File: config.mk
export PLATFORM = sky130hd
export DESIGN_NAME = pipe_stage_buf
export DESIGN_NICKNAME = d
export VERILOG_FILES = /design/src/rtl/pipe_pkg.sv /design/src/rtl/sat_counter.sv /design/src/rtl/pipe_stage_buf.sv
export SDC_FILE = /design/constraint.sdc
export NUM_CORES = 1
export LEC_CHECK = 0
export ABC_AREA = 0
export CAP_MARGIN = 5
export CORE_ASPECT_RATIO = 0.7
export CORE_MARGIN = 4
export CORE_UTILIZATION = 25
export CTS_CLUSTER_DIAMETER = 120
export DETAILED_ROUTE_END_ITERATION = 12
export SLEW_MARGIN = 5
export SYNTH_ARGS = -nofsm -noshare
export SYNTH_HDL_FRONTEND = slang
export SYNTH_HIERARCHICAL = 1
export SYNTH_SLANG_ARGS = --single-unit
File: constraint.sdc
create_clock -name clk -period 14.75 [get_ports clk]
set_input_delay 2.95 -clock clk [delete_from_list [all_inputs] [get_ports clk]]
set_output_delay 2.95 -clock clk [all_outputs]
set_load 0.01 [all_outputs]
File: src/rtl/pipe_pkg.sv
// Shared definitions for the inter-stage pipeline buffers.
package pipe_pkg;

  // Occupancy of a stage buffer; the encoding doubles as the entry count.
  typedef enum logic [1:0] {
    EMPTY = 2'd0,
    ONE   = 2'd1,
    FULL2 = 2'd2
  } state_e;

  // Instruction word that executes as a no-operation.
  localparam logic [31:0] NOP_INSTR = 32'h0;

  // Bit offset of payload field k for a given field width.
  function automatic int unsigned field(input int unsigned k,
                                        input int unsigned data_w = 32);
    return k * data_w;
  endfunction

endpackage

File: src/rtl/sat_counter.sv
// Saturating up-counter: sticks at all-ones instead of wrapping.
module sat_counter #(
  parameter int W = 16
) (
  input  logic         clk,
  input  logic         reset,
  input  logic         inc,
  output logic [W-1:0] cnt
);

  logic [W-1:0] cnt_q;
  logic [W-1:0] cnt_d;

  // Next count: advance only when requested and not yet saturated.
  always_comb begin
    cnt_d = cnt_q;
    if (inc && (cnt_q != {W{1'b1}})) begin
      cnt_d = cnt_q + {{(W-1){1'b0}}, 1'b1};
    end
  end

  // Count register.
  always_ff @(posedge clk or posedge reset) begin
    if (reset) begin
      cnt_q <= '0;
    end else begin
      cnt_q <= cnt_d;
    end
  end

  assign cnt = cnt_q;

endmodule

File: src/rtl/pipe_stage_buf.sv
// Inter-stage pipeline buffer with a 2-entry skid, flush and stall counting.
//
// state | meaning
// ------+-------------------------------------------------------------
// EMPTY | nothing held; out_valid=0
// ONE   | main register holds the head entry
// FULL2 | main holds the head, skid holds the next; in_ready=0
//
// in_ready depends only on the state flop, so no ready path runs
// combinationally from downstream to upstream.
module pipe_stage_buf
  import pipe_pkg::*;
#(
  parameter int DATA_W      = 32,
  parameter int NUM_FIELDS  = 6,
  parameter int CLEAR_DATA  = 1,
  parameter int STALL_CNT_W = 16
) (
  input  logic                         clk,
  input  logic                         reset,
  input  logic                         clear,
  input  logic                         in_valid,
  output logic                         in_ready,
  input  logic [NUM_FIELDS*DATA_W-1:0] in_data,
  output logic                         out_valid,
  input  logic                         out_ready,
  output logic [NUM_FIELDS*DATA_W-1:0] out_data,
  output logic [1:0]                   occupancy,
  output logic [STALL_CNT_W-1:0]       stall_cnt
);

  localparam int PW = NUM_FIELDS * DATA_W;

  state_e          state_q, state_d;
  logic [PW-1:0]   main_q, main_d;
  logic [PW-1:0]   skid_q, skid_d;
  logic            in_fire;
  logic            out_fire;

  assign in_ready  = (state_q != FULL2);
  assign out_valid = (state_q != EMPTY);
  assign occupancy = state_q;
  assign out_data  = main_q;
  assign in_fire   = in_valid & in_ready;
  assign out_fire  = out_valid & out_ready;

  // Next state and data moves; clear overrides the handshake.
  always_comb begin
    state_d = state_q;
    main_d  = main_q;
    skid_d  = skid_q;
    if (clear) begin
      state_d = EMPTY;
      if (CLEAR_DATA != 0) begin
        main_d = '0;
        skid_d = '0;
      end
    end else begin
      unique case (state_q)
        EMPTY: begin
          if (in_fire) begin
            main_d  = in_data;
            state_d = ONE;
          end
        end
        ONE: begin
          if (in_fire && out_fire) begin
            main_d = in_data;
          end else if (in_fire) begin
            skid_d  = in_data;
            state_d = FULL2;
          end else if (out_fire) begin
            // main keeps its stale contents; out_valid hides it
            state_d = EMPTY;
          end
        end
        FULL2: begin
          if (out_fire) begin
            main_d  = skid_q;
            state_d = ONE;
          end
        end
        default: begin
          state_d = EMPTY;
        end
      endcase
    end
  end

  // State and payload registers; reset always zeroes the data.
  always_ff @(posedge clk or posedge reset) begin
    if (reset) begin
      state_q <= EMPTY;
      main_q  <= '0;
      skid_q  <= '0;
    end else begin
      state_q <= state_d;
      main_q  <= main_d;
      skid_q  <= skid_d;
    end
  end

  sat_counter #(
    .W (STALL_CNT_W)
  ) u_stall_cnt (
    .clk   (clk),
    .reset (reset),
    .inc   (out_valid & ~out_ready & ~clear),
    .cnt   (stall_cnt)
  );

endmodule

==> impl_results.md <==
- Post-CTS setup buffer count: 0
- Final Skew: 0.0169 ns
- DP Area: 22800 um^2
- CP Capture Type: flip-flop
- Fmax: 160 MHz
- CP startpoint kind: input pin
- Die Y: 232 um
- Syn Area/Cell: 12.8 um^2
- Final nets: 1937
- Global Route Usage Sum: 0.150
- Setup TNS: 0 ns
- First-pass GRT wire length: 90.6 mm
- Pin count of the biggest net entering global routing: 149
- Leading area contributor after synthesis: dfrtp_1
- Vias per cell: 4.99
- Worst EP required: 15.25 ns
- Die area: 76300 um^2
- R2R Setup Slk: 10.46 ns
- Seq/Total Area, Yosys: 0.560
- RSZ-0062 raised after global routing: no
- Max Slew Vio Count: 0
- Most common cell on crit path: buf_4
- WS Path Type: in2reg
- HP Start: skid_q[86]$_DFFE_PP0P_
- Top Layer Used: met5
- Die X: 329 um
- WP data arrival: 6.74 ns
- Psw: 1.65 mW
- Syn Nets: 1609
- # DRC: 0
- Clock-pin slew on the worst setup and hold paths: 0.06 ns
- DR iter-0 viols: 882
- Synth area leaders: dfrtp_1 (56%), mux2i_1 (11%), a22o_1 (9.4%), a211oi_2 (7.7%), nor3_1 (5.4%)
- CP max stage delay: 1.01 ns
- Total CTS buffers: 45
- Share of cells above drive strength 1: 0.126
- Final wirelength: 58.9 mm
- Max VDD drop: 0.150 mV
- I/O Pins: 409
- Crit-path max FO: 68
- Crit-path slowest cell: nor2b_4
- Final GP Congestion: 0.799
- Finished layout cell area: 24200 um^2
- Pleak: 9.65 nW
- Mapped Area: 18000 um^2
- Crit path buf inv count: 3
- Final setup violating endpoints: 0
- # resized after CTS: 0
- Sequential share of power: 0.341
- Worst slew pin tran: 1.30 ns
- Yosys reg bits: 402
- Reg area: 10100 um^2
- Antenna Nets Post-Route: 0
- Min Hold Slack: 0.502 ns
- Synth cell types: 41
- Area of the multi-input gates: 7220 um^2
- Met1 wire length: 27.0 mm
- Share of the synthesized area in the top cell type: 0.560
- PortBufs: 408
- Starting Density: 0.255
- R2r endpoint: skid_q[110]$_DFFE_PP0P_
- Worst-Skew Late Latency: 0.58 ns
- CTS Sinks: 402
- Met3 WL post-DR: 4.29 mm
- Period minus WS final: 6.24 ns
- Mapped Cells: 1406
- Run status: finished clean
- Fillers: 6940
- Switch share: 0.372
- Initial antenna violation count: 13
- Maxcap violations: 0
- Worst min path class: reg2reg
- R2R cell count: 8
- Ys Warns: 6
- Hpwl dp: 36.1 mm
- CP Cell Sequence: clkdlybuf4s50_1 > nand3b_1 > a21oi_1 > nor2b_4 > buf_4 > buf_4 > a22o_1
- CTS Root Cell: clkbuf_16
- Cts hold-fix bufs: 0
- Hold endpoint: skid_q[86]$_DFFE_PP0P_
- Layout area overhead: 34.8%
- Vias in the first global route: 14.1k
- CORE AREA: 70500 um^2
- Worst r2r src: occupancy[0]$_DFFE_PP0P_
- Worst hold stages: 1
- DR WL/cell: 21.6 um
- # rows: 81
- Final Core Density: 0.344
- Met2 Routed Length: 26.6 mm
- Clk buf depth: 3
- DR pass1 iterations: 5
- Final hold vios: 0
- Combinational power share: 0.409
- Worst slew margin: 0.134
- Period utilization: 0.423
- H-tree Lvls: 2
- Tot Pwr: 4.45 mW
- Clock power share: 0.250
- Power Density: 183 nW/um^2
- Int Pwr: 2.79 mW
- Remaining global-route overflow: 0
- CP top delay family: buffers and inverters
- Routed vias: 13.6k
- CTS tree: yes
==> power groups by stage <==
stage | registers, mW | logic [mW] | clock network, mW
floorplan | 1.58 | 1.08 | 0
finish | 1.52 | 1.82 | 1.11
global placement | 1.53 | 1.81 | 0
detailed placement | 1.53 | 1.84 | 0
global route | 1.55 | 1.97 | 1.20
CTS | 1.52 | 1.84 | 1.16
==> worst max-delay path by stage <==
stage,cells after the start,startpoint,end
6_report,7,in_valid,skid_q[110]$_DFFE_PP0P_
5_1_grt,7,in_valid,skid_q[110]$_DFFE_PP0P_
4_1_cts,7,in_valid,skid_q[110]$_DFFE_PP0P_
3_5_place_dp,7,in_valid,skid_q[110]$_DFFE_PP0P_
3_3_place_gp,7,in_valid,skid_q[98]$_DFFE_PP0P_
2_1_floorplan,1,reset,occupancy[0]$_DFFE_PP0P_
==> synthesized netlist by cell type (all sizes together) <==
library cell and number:
or2 1, a211oi 192, and4 4, o21a 1, clkbuf 82, o221a 1, o41ai 1, mux2i 193
nand2 9, mux2 3, o21ai 1, nand3 7, buf 68, and3 5, nand4 7, nand2b 2
ha 6, nor2 6, nor2b 1, a22o 192, or4bb 1, nor3 193, o32ai 1, a2111oi 1
nor4 1, a21oi 4, xnor2 11, and2 1, inv 8, dfrtp 402, nand3b 1
==> area by class of cell <==
cell class                 count  area share
multi-input combinational    846       0.298
timing repair buffer         431       0.177
clock buffer                  64      0.0527
sequential                   402       0.415
antenna                        5    0.000516
tap                          954      0.0492
inverter                       8     0.00155
clock inverter                17     0.00645
==> layer usage <==
| layer | GRT usage | vias to the layer above |
|---|---|---|
| met2 | 0.228 | 400 |
| li1 | - | 6052 |
| met1 | 0.211 | 7061 |
| met3 | 0.0453 | 74 |
| met4 | 0.0317 | 14 |
| met5 | 0 | - |
==> layout by cell type, fill, tap and decap left out, drive strengths merged, types with 2 or more instances in the layout <==
master,n
clkdlybuf4s50,407
dfrtp,402
nor3,193
mux2i,193
a22o,192
a211oi,192
clkbuf,64
buf,24
inv,12
xnor2,11
clkinv,10
nand2,9
nand3,7
nand4,7
nor2,6
ha,6
diode,5
and3,5
a21oi,4
and4,4
mux2,3
nand2b,2
bufinv,2
==> cell families after synthesis <==
group / synth area share
xor+xnor: 0.00536
flops: 0.560
compound gates: 0.209
buf+inv: 0.0419
mux: 0.109
fa+ha+maj: 0.00418
simple gates: 0.0704
==> registers in the layout, summed over array words and instances (netlist names) <==
signal / flops
skid_q: 192
u_stall_cnt/cnt: 16
out_data: 192
occupancy: 2
==> metrics by stage <==
| stage | worst slack, ns | cells |
|---|---|---|
| after floorplan | 1.07 | 1406 |
| after global routing | 8.29 | 2723 |
| after CTS | 8.56 | 2722 |
| after global placement | 8.03 | 2641 |
| final | 8.51 | 2727 |
| after detailed placement | 7.95 | 2641 |
(Power assumes the default switching activity.)
